--- src/rtl/miss_refill_arbiter_pkg.sv ---
// rtl/miss_refill_arbiter_pkg.sv - shared types and constants for the miss refill arbiter
package mips_mem_pkg;

    localparam int ADDR_W = 32;
    localparam int DATA_W = 32;

    typedef enum logic [1:0] {
        IDLE = 2'd0,
        WB   = 2'd1,
        FILL = 2'd2,
        DONE = 2'd3
    } arb_state_t;

    typedef enum logic {
        OWN_I = 1'b0,
        OWN_D = 1'b1
    } owner_t;

    // Clears the byte-in-line offset; beats must be a power of two.
    function automatic logic [ADDR_W-1:0] line_base(input logic [ADDR_W-1:0] addr,
                                                    input int beats);
        logic [ADDR_W-1:0] mask;
        mask = ADDR_W'(beats * 4) - ADDR_W'(1);
        return addr & ~mask;
    endfunction

endpackage

--- src/rtl/miss_refill_arbiter_if.sv ---
// rtl/miss_refill_arbiter_if.sv - miss request, cache fill and backing-memory signal bundle
interface miss_refill_arbiter_if
    import mips_mem_pkg::*;
#(
    parameter int BEATS = 4,
    parameter int IDX_W = $clog2(BEATS)
) ();

    logic              i_miss;
    logic [ADDR_W-1:0] i_addr;
    logic              i_fill_we;
    logic [IDX_W-1:0]  i_fill_idx;
    logic              i_done;

    logic              d_miss;
    logic [ADDR_W-1:0] d_addr;
    logic              d_dirty;
    logic [ADDR_W-1:0] d_victim_addr;
    logic [IDX_W-1:0]  d_wb_idx;
    logic [DATA_W-1:0] d_wb_data;
    logic              d_fill_we;
    logic [IDX_W-1:0]  d_fill_idx;
    logic              d_done;

    logic [DATA_W-1:0] fill_data;

    logic              mem_req;
    logic              mem_we;
    logic [ADDR_W-1:0] mem_addr;
    logic [DATA_W-1:0] mem_wdata;
    logic              mem_ack;
    logic [DATA_W-1:0] mem_rdata;

    logic              busy;

    modport master (
        input  i_miss, i_addr, d_miss, d_addr, d_dirty, d_victim_addr, d_wb_data,
               mem_ack, mem_rdata,
        output i_fill_we, i_fill_idx, i_done, d_wb_idx, d_fill_we, d_fill_idx, d_done,
               fill_data, mem_req, mem_we, mem_addr, mem_wdata, busy
    );

    modport slave (
        output i_miss, i_addr, d_miss, d_addr, d_dirty, d_victim_addr, d_wb_data,
               mem_ack, mem_rdata,
        input  i_fill_we, i_fill_idx, i_done, d_wb_idx, d_fill_we, d_fill_idx, d_done,
               fill_data, mem_req, mem_we, mem_addr, mem_wdata, busy
    );

endinterface

--- src/rtl/miss_refill_arbiter_line_beat_seq.sv ---
// rtl/miss_refill_arbiter_line_beat_seq.sv - beat counter and per-beat word address for line transfers
module line_beat_seq
    import mips_mem_pkg::*;
#(
    parameter int BEATS = 4,
    parameter int IDX_W = $clog2(BEATS)
) (
    input  logic              clk_i,
    input  logic              rst_ni,
    input  logic              clear_i,
    input  logic              advance_i,
    input  logic [ADDR_W-1:0] base_i,
    output logic [IDX_W-1:0]  beat_o,
    output logic              last_o,
    output logic [ADDR_W-1:0] addr_o
);

    logic [IDX_W-1:0] beat_q, beat_d;

    // Clear has priority so the final ack of a phase leaves the counter at 0.
    always_comb begin
        beat_d = beat_q;
        if (clear_i) begin
            beat_d = '0;
        end else if (advance_i) begin
            beat_d = beat_q + IDX_W'(1);
        end
    end

    always_ff @(posedge clk_i) begin
        if (!rst_ni) begin
            beat_q <= '0;
        end else begin
            beat_q <= beat_d;
        end
    end

    assign beat_o = beat_q;
    assign last_o = (beat_q == IDX_W'(BEATS - 1));
    assign addr_o = base_i + ADDR_W'({beat_q, 2'b00});

endmodule

--- src/rtl/miss_refill_arbiter.sv ---
// rtl/miss_refill_arbiter.sv - arbitrates I/D cache misses onto one backing-memory port with writeback and refill
module miss_refill_arbiter
    import mips_mem_pkg::*;
#(
    parameter int BEATS = 4
) (
    input  logic                  Clk,
    input  logic                  Rst,
    miss_refill_arbiter_if.master bus
);

    localparam int IDX_W = $clog2(BEATS);

    arb_state_t        state_q, state_d;
    owner_t            owner_q, owner_d;
    owner_t            last_owner_q, last_owner_d;
    logic [ADDR_W-1:0] base_q, base_d;
    logic [ADDR_W-1:0] victim_q, victim_d;
    logic              fill_we_q, fill_we_d;
    logic [IDX_W-1:0]  fill_idx_q, fill_idx_d;
    logic [DATA_W-1:0] fill_data_q, fill_data_d;
    logic              grant_d;

    logic              active;
    logic              beat_clear;
    logic              beat_adv;
    logic              last_beat;
    logic [IDX_W-1:0]  beat;
    logic [ADDR_W-1:0] seq_base;
    logic [ADDR_W-1:0] seq_addr;

    assign active     = (state_q == WB) || (state_q == FILL);
    assign beat_clear = (state_d != state_q);
    assign beat_adv   = active && bus.mem_ack;
    assign seq_base   = (state_q == WB) ? victim_q : base_q;

    line_beat_seq #(.BEATS(BEATS), .IDX_W(IDX_W)) u_seq (
        .clk_i     (Clk),
        .rst_ni    (Rst),
        .clear_i   (beat_clear),
        .advance_i (beat_adv),
        .base_i    (seq_base),
        .beat_o    (beat),
        .last_o    (last_beat),
        .addr_o    (seq_addr)
    );

    always_comb begin
        state_d      = state_q;
        owner_d      = owner_q;
        last_owner_d = last_owner_q;
        base_d       = base_q;
        victim_d     = victim_q;
        fill_we_d    = 1'b0;
        fill_idx_d   = fill_idx_q;
        fill_data_d  = fill_data_q;
        grant_d      = 1'b0;

        case (state_q)
            IDLE: begin
                if (bus.i_miss || bus.d_miss) begin
                    // D wins a tie unless it owned the port last time.
                    grant_d  = bus.d_miss && (!bus.i_miss || (last_owner_q == OWN_I));
                    owner_d  = grant_d ? OWN_D : OWN_I;
                    base_d   = line_base(grant_d ? bus.d_addr : bus.i_addr, BEATS);
                    victim_d = line_base(bus.d_victim_addr, BEATS);
                    state_d  = (grant_d && bus.d_dirty) ? WB : FILL;
                end
            end
            WB: begin
                if (bus.mem_ack && last_beat) begin
                    state_d = FILL;
                end
            end
            FILL: begin
                if (bus.mem_ack) begin
                    fill_we_d   = 1'b1;
                    fill_idx_d  = beat;
                    fill_data_d = bus.mem_rdata;
                    if (last_beat) begin
                        state_d = DONE;
                    end
                end
            end
            DONE: begin
                state_d      = IDLE;
                last_owner_d = owner_q;
            end
            default: begin
                state_d = IDLE;
            end
        endcase
    end

    always_ff @(posedge Clk) begin
        if (!Rst) begin
            state_q      <= IDLE;
            owner_q      <= OWN_I;
            last_owner_q <= OWN_I;
            base_q       <= '0;
            victim_q     <= '0;
            fill_we_q    <= 1'b0;
            fill_idx_q   <= '0;
            fill_data_q  <= '0;
        end else begin
            state_q      <= state_d;
            owner_q      <= owner_d;
            last_owner_q <= last_owner_d;
            base_q       <= base_d;
            victim_q     <= victim_d;
            fill_we_q    <= fill_we_d;
            fill_idx_q   <= fill_idx_d;
            fill_data_q  <= fill_data_d;
        end
    end

    assign bus.mem_req    = active;
    assign bus.mem_we     = (state_q == WB);
    assign bus.mem_addr   = active ? seq_addr : '0;
    assign bus.mem_wdata  = (state_q == WB) ? bus.d_wb_data : '0;
    assign bus.d_wb_idx   = (state_q == WB) ? beat : '0;

    assign bus.i_fill_we  = fill_we_q && (owner_q == OWN_I);
    assign bus.d_fill_we  = fill_we_q && (owner_q == OWN_D);
    assign bus.i_fill_idx = bus.i_fill_we ? fill_idx_q : '0;
    assign bus.d_fill_idx = bus.d_fill_we ? fill_idx_q : '0;
    assign bus.fill_data  = fill_data_q;

    assign bus.i_done     = (state_q == DONE) && (owner_q == OWN_I);
    assign bus.d_done     = (state_q == DONE) && (owner_q == OWN_D);
    assign bus.busy       = (state_q != IDLE);

endmodule

--- src/flat_wrapper.sv ---
// flat-port wrapper written by rule: the top's interface ports become plain ports
module miss_refill_arbiter_flat import mips_mem_pkg::*;
#(
    parameter int BEATS = 4
)
  (Clk, Rst, bus_i_miss, bus_i_addr, bus_d_miss, bus_d_addr, bus_d_dirty, bus_d_victim_addr, bus_d_wb_data, bus_mem_ack, bus_mem_rdata, bus_i_fill_we, bus_i_fill_idx, bus_i_done, bus_d_wb_idx, bus_d_fill_we, bus_d_fill_idx, bus_d_done, bus_fill_data, bus_mem_req, bus_mem_we, bus_mem_addr, bus_mem_wdata, bus_busy);
  miss_refill_arbiter_if #(.BEATS(BEATS)) bus_i ();
  input  logic Clk;
  input  logic Rst;
  input wire logic [$bits(bus_i.i_miss)-1:0] bus_i_miss;
  input wire logic [$bits(bus_i.i_addr)-1:0] bus_i_addr;
  input wire logic [$bits(bus_i.d_miss)-1:0] bus_d_miss;
  input wire logic [$bits(bus_i.d_addr)-1:0] bus_d_addr;
  input wire logic [$bits(bus_i.d_dirty)-1:0] bus_d_dirty;
  input wire logic [$bits(bus_i.d_victim_addr)-1:0] bus_d_victim_addr;
  input wire logic [$bits(bus_i.d_wb_data)-1:0] bus_d_wb_data;
  input wire logic [$bits(bus_i.mem_ack)-1:0] bus_mem_ack;
  input wire logic [$bits(bus_i.mem_rdata)-1:0] bus_mem_rdata;
  output wire logic [$bits(bus_i.i_fill_we)-1:0] bus_i_fill_we;
  output wire logic [$bits(bus_i.i_fill_idx)-1:0] bus_i_fill_idx;
  output wire logic [$bits(bus_i.i_done)-1:0] bus_i_done;
  output wire logic [$bits(bus_i.d_wb_idx)-1:0] bus_d_wb_idx;
  output wire logic [$bits(bus_i.d_fill_we)-1:0] bus_d_fill_we;
  output wire logic [$bits(bus_i.d_fill_idx)-1:0] bus_d_fill_idx;
  output wire logic [$bits(bus_i.d_done)-1:0] bus_d_done;
  output wire logic [$bits(bus_i.fill_data)-1:0] bus_fill_data;
  output wire logic [$bits(bus_i.mem_req)-1:0] bus_mem_req;
  output wire logic [$bits(bus_i.mem_we)-1:0] bus_mem_we;
  output wire logic [$bits(bus_i.mem_addr)-1:0] bus_mem_addr;
  output wire logic [$bits(bus_i.mem_wdata)-1:0] bus_mem_wdata;
  output wire logic [$bits(bus_i.busy)-1:0] bus_busy;
  assign bus_i.i_miss = bus_i_miss;
  assign bus_i.i_addr = bus_i_addr;
  assign bus_i.d_miss = bus_d_miss;
  assign bus_i.d_addr = bus_d_addr;
  assign bus_i.d_dirty = bus_d_dirty;
  assign bus_i.d_victim_addr = bus_d_victim_addr;
  assign bus_i.d_wb_data = bus_d_wb_data;
  assign bus_i.mem_ack = bus_mem_ack;
  assign bus_i.mem_rdata = bus_mem_rdata;
  assign bus_i_fill_we = bus_i.i_fill_we;
  assign bus_i_fill_idx = bus_i.i_fill_idx;
  assign bus_i_done = bus_i.i_done;
  assign bus_d_wb_idx = bus_i.d_wb_idx;
  assign bus_d_fill_we = bus_i.d_fill_we;
  assign bus_d_fill_idx = bus_i.d_fill_idx;
  assign bus_d_done = bus_i.d_done;
  assign bus_fill_data = bus_i.fill_data;
  assign bus_mem_req = bus_i.mem_req;
  assign bus_mem_we = bus_i.mem_we;
  assign bus_mem_addr = bus_i.mem_addr;
  assign bus_mem_wdata = bus_i.mem_wdata;
  assign bus_busy = bus_i.busy;
  miss_refill_arbiter #(.BEATS(BEATS)) u_core (.Clk(Clk), .Rst(Rst), .bus(bus_i));
endmodule
--- config.mk ---
export PLATFORM = sky130hd
export DESIGN_NAME = miss_refill_arbiter_flat
export DESIGN_NICKNAME = d
export VERILOG_FILES = /design/src/rtl/miss_refill_arbiter_pkg.sv /design/src/rtl/miss_refill_arbiter_if.sv /design/src/rtl/miss_refill_arbiter_line_beat_seq.sv /design/src/rtl/miss_refill_arbiter.sv /design/src/flat_wrapper.sv
export SDC_FILE = /design/constraint.sdc
export NUM_CORES = 1
export LEC_CHECK = 0
export BUFFER_PORTS_ARGS = -buffer_cell sky130_fd_sc_hd__buf_2
export CORE_MARGIN = 2
export CORE_UTILIZATION = 45
export CTS_CLUSTER_DIAMETER = 60
export CTS_CLUSTER_SIZE = 40
export DETAILED_ROUTE_END_ITERATION = 6
export GPL_ROUTABILITY_DRIVEN = 0
export PLACE_DENSITY = 0.82
export SLEW_MARGIN = 40
export SYNTH_ARGS = -nofsm -noshare
export SYNTH_HDL_FRONTEND = slang
export SYNTH_SLANG_ARGS = --single-unit
--- constraint.sdc ---
create_clock -name Clk -period 1.9 [get_ports Clk]
set_input_delay 0.095 -clock Clk [delete_from_list [all_inputs] [get_ports Clk]]
set_output_delay 0.095 -clock Clk [all_outputs]
set_load 0.02 [all_outputs]
==> impl_metrics.ini <==
[pwr]
leakagePower_nw = 3.61
power_w = 0.00715
vdd_drop_max_uv = 510
p_per_area_mw_per_mm2 = 1010

[logic_synthesis]
synth_edf_count = 0
yosysWarnings = 0
avgSynthCellArea_um2 = 8.55
synth-seq-cells = 97
synth-main-ff-cell = dfxtp_1
syn_area_mm2 = 0.00483
seq_area_frac_synth_pct = 40.2
ys_types = 34
ys_async_sr_fraction_pct = 0
netlist_instances = 565

[placement]
dpl.hpwl_um = 9840
pre_cts_slack_ps = 180
port_buffers = 260

[sta]
worstMarginPinSlew_ps = 532
finalHoldViolCount = 0
setup_ws_ps = 106
fin_setup_tns_ps = 0
clock.fmax_ghz = 0.557
setup_viol = 0
fin_crit_ps = 1790
rsz0062_at_grt = no
timing.slew.headroom_pct = 64.2
maxSlewViolCount = 0
finClkSkew_ps = 9.30
fin_crit_sh_pct = 94.4

[die]
rows = 37
die_y_um = 108
ioPinCount = 275
start_util_pct = 46.6
die_w_um = 108
core_region_area_mm2 = 0.0104
die_area_mm2 = 0.0116

[route]
drtIter0Drc = 228
wl_per_cell_um = 14.5
wl_met2_um = 7540
drtPass1Iterations = 4
dr.max_layer_used = met5
routed-via-count = 4966
wirelength_um = 14500
wl_met1_um = 5430
wl_met3_um = 1050
ant_nets = 0
drc_errors = 0
drt-vias-per-instance = 4.96

[worst_hold_path]
hold_end = u_core.bus.fill_data[8]$_SDFFE_PN0P_
hp-start = bus_mem_rdata[8]
min_path_cells = 3
hold_class = in -> reg

[setup_path]
critical_path.top_delay_family = buffers and inverters
startpoint = u_core.state_q[0]$_SDFF_PN0_
critPathBufInv = 3
crit_path_max_fanout = 32
ff2ff_path_depth = 6
regToRegSetupSlack_ps = 140
r2r-end = u_core.bus.fill_data[20]$_SDFFE_PN0P_
worstSetupEndpointType = primary output
worstPathArrival_ps = 1700
cp.required_ps = 1800
slowest_stage = dfxtp_4
slowest_delay_ps = 400
rr_startpoint = u_core.state_q[0]$_SDFF_PN0_
cp-start-kind = flip-flop
criticalPathCategory = reg -> out
path_cells = inv_1 -> ha_2 -> buf_12 -> nor2b_1 -> buf_4

[finish]
fill_cells = 857
layout_common_cells = buf_2 (257), nand2_1 (159), dfxtp_1 (96)
area_growth_pct = 47.2
final_common_cell = buf_2
drive_gt1_share_pct = 34.5
nNetsFinal = 1032

[global_routing]
grt_pass1_wl_um = 22300
antenna_found_initial = 1
overflow = 0
grt_max_degree = 62
grt_pass1_vias = 4684
grt.total_usage_pct = 24.5

[cts]
htree_levels = 3
cts_root_buf = clkbuf_8
clockBufferDepth = 2
cts_tree = done
cts_num_sinks = 97
tritoncts.num_buffers = 9
clk_latency_ps = 350
path_clk_slew_ps = 90
postCtsSetupBuffers = 0

[job]
maxCapViolations = 0

[status]
status = complete, no violations
[area by class of cell]
cell class	count	area (um2)	share of cell area (%)
Inverter	3	11.3	0.158
Multi-Input combinational cell	420	2710	38.1
Clock inverter	4	53.8	0.757
Sequential cell	97	1950	27.4
Clock buffer	11	141	1.99
Tap cell	136	170	2.39
Antenna cell	1	2.50	0.0352
Timing Repair Buffer	330	2080	29.2
[flip-flops by register name, indices dropped and copies added (netlist names)]
register,flops
u_core.bus.fill_data,32
u_core.base_q,28
u_core.victim_q,28
u_core.fill_idx_q,2
u_core.state_q,2
u_core.u_seq.beat_o,2
u_core.fill_we_q,1
u_core.last_owner_q,1
u_core.owner_q,1
[power by group]
| group | internal [W] | switching, W |
|---|---|---|
| Sequential | 0.00240 | 0.000214 |
| Combinational | 0.00137 | 0.00181 |
| Clock | 0.000641 | 0.000716 |
[through the flow]
stage	area, um2	instances	hold WS (ps)	util, %
after floorplan	4830	566	230	-
after global placement	6310	930	340	60.9
after detailed placement	6310	930	341	60.9
after CTS	7080	1001	2.48	68.3
after global routing	7110	1001	13.8	68.5
final	7110	1002	15.9	68.6
[synthesized netlist by cell type (2+ instances only)]
cell	instances	area, um2
inv_1	2	7.51
nand2_1	159	597
a21boi_1	5	37.5
nor4_1	2	12.5
ha_1	5	62.6
clkbuf_1	20	75.1
nor3_1	2	10.0
dfxtp_1	97	1940
and2_1	41	257
nor2_1	2	7.51
and3_1	3	18.8
a21oi_1	7	35.0
mux2i_1	58	581
nor2b_1	32	200
a21boi_0	58	435
buf_4	5	37.5
o211a_1	28	280
buf_2	21	105
nand2b_1	2	12.5
o21a_1	2	15.0
[worst max path at each step]
stage / end / slack, ps / cells past startpoint
final: bus_mem_addr[10] / 110 / 5
after global routing: bus_mem_addr[13] / 3 / 5
after detailed placement: u_core.victim_q[19]$_SDFFE_PN0P_ / 180 / 7
after floorplan: bus_mem_addr[10] / 40 / 5
after global placement: u_core.u_seq.beat_o[0]$_SDFFE_PP0P_ / 210 / 6
after CTS: bus_mem_addr[10] / 40 / 5
[cell families after synthesis]
logic type | count (synthesis) | share of synthesized area (%)
other cells | 1 | 0.0776
compound gates | 109 | 18.0
simple gates | 245 | 23.4
buf+inv | 49 | 4.74
fa+ha+maj | 5 | 1.30
xor+xnor | 1 | 0.181
flops | 97 | 40.2
mux | 58 | 12.0
[per-layer routing]
metal	track usage [%]	up-vias
li1	-	2470
met1	25.9	2273
met2	45.3	193
met3	5.81	28
met4	11.5	2
met5	0	-
[repair_timing]
item / in CTS / in global routing
setup endpoints to repair: 8 / 34
hold buffers: 56 / 0
resized for setup: 2 / 9
endpoints found under the hold margin: 56 / 0
pin swaps: 0 / 0
[worst register-to-register path, delay by kind of cell (launching register included)]
kind                     cells  cell delay [ps]
AND/OR/NAND/NOR              2              330
AO/OA/AOI/OAI                1              270
flip-flops                   1              380
buffers and inverters        2              340
adder cells (fa/ha/maj)      1              330
Power figures use the tool's default switching activity.
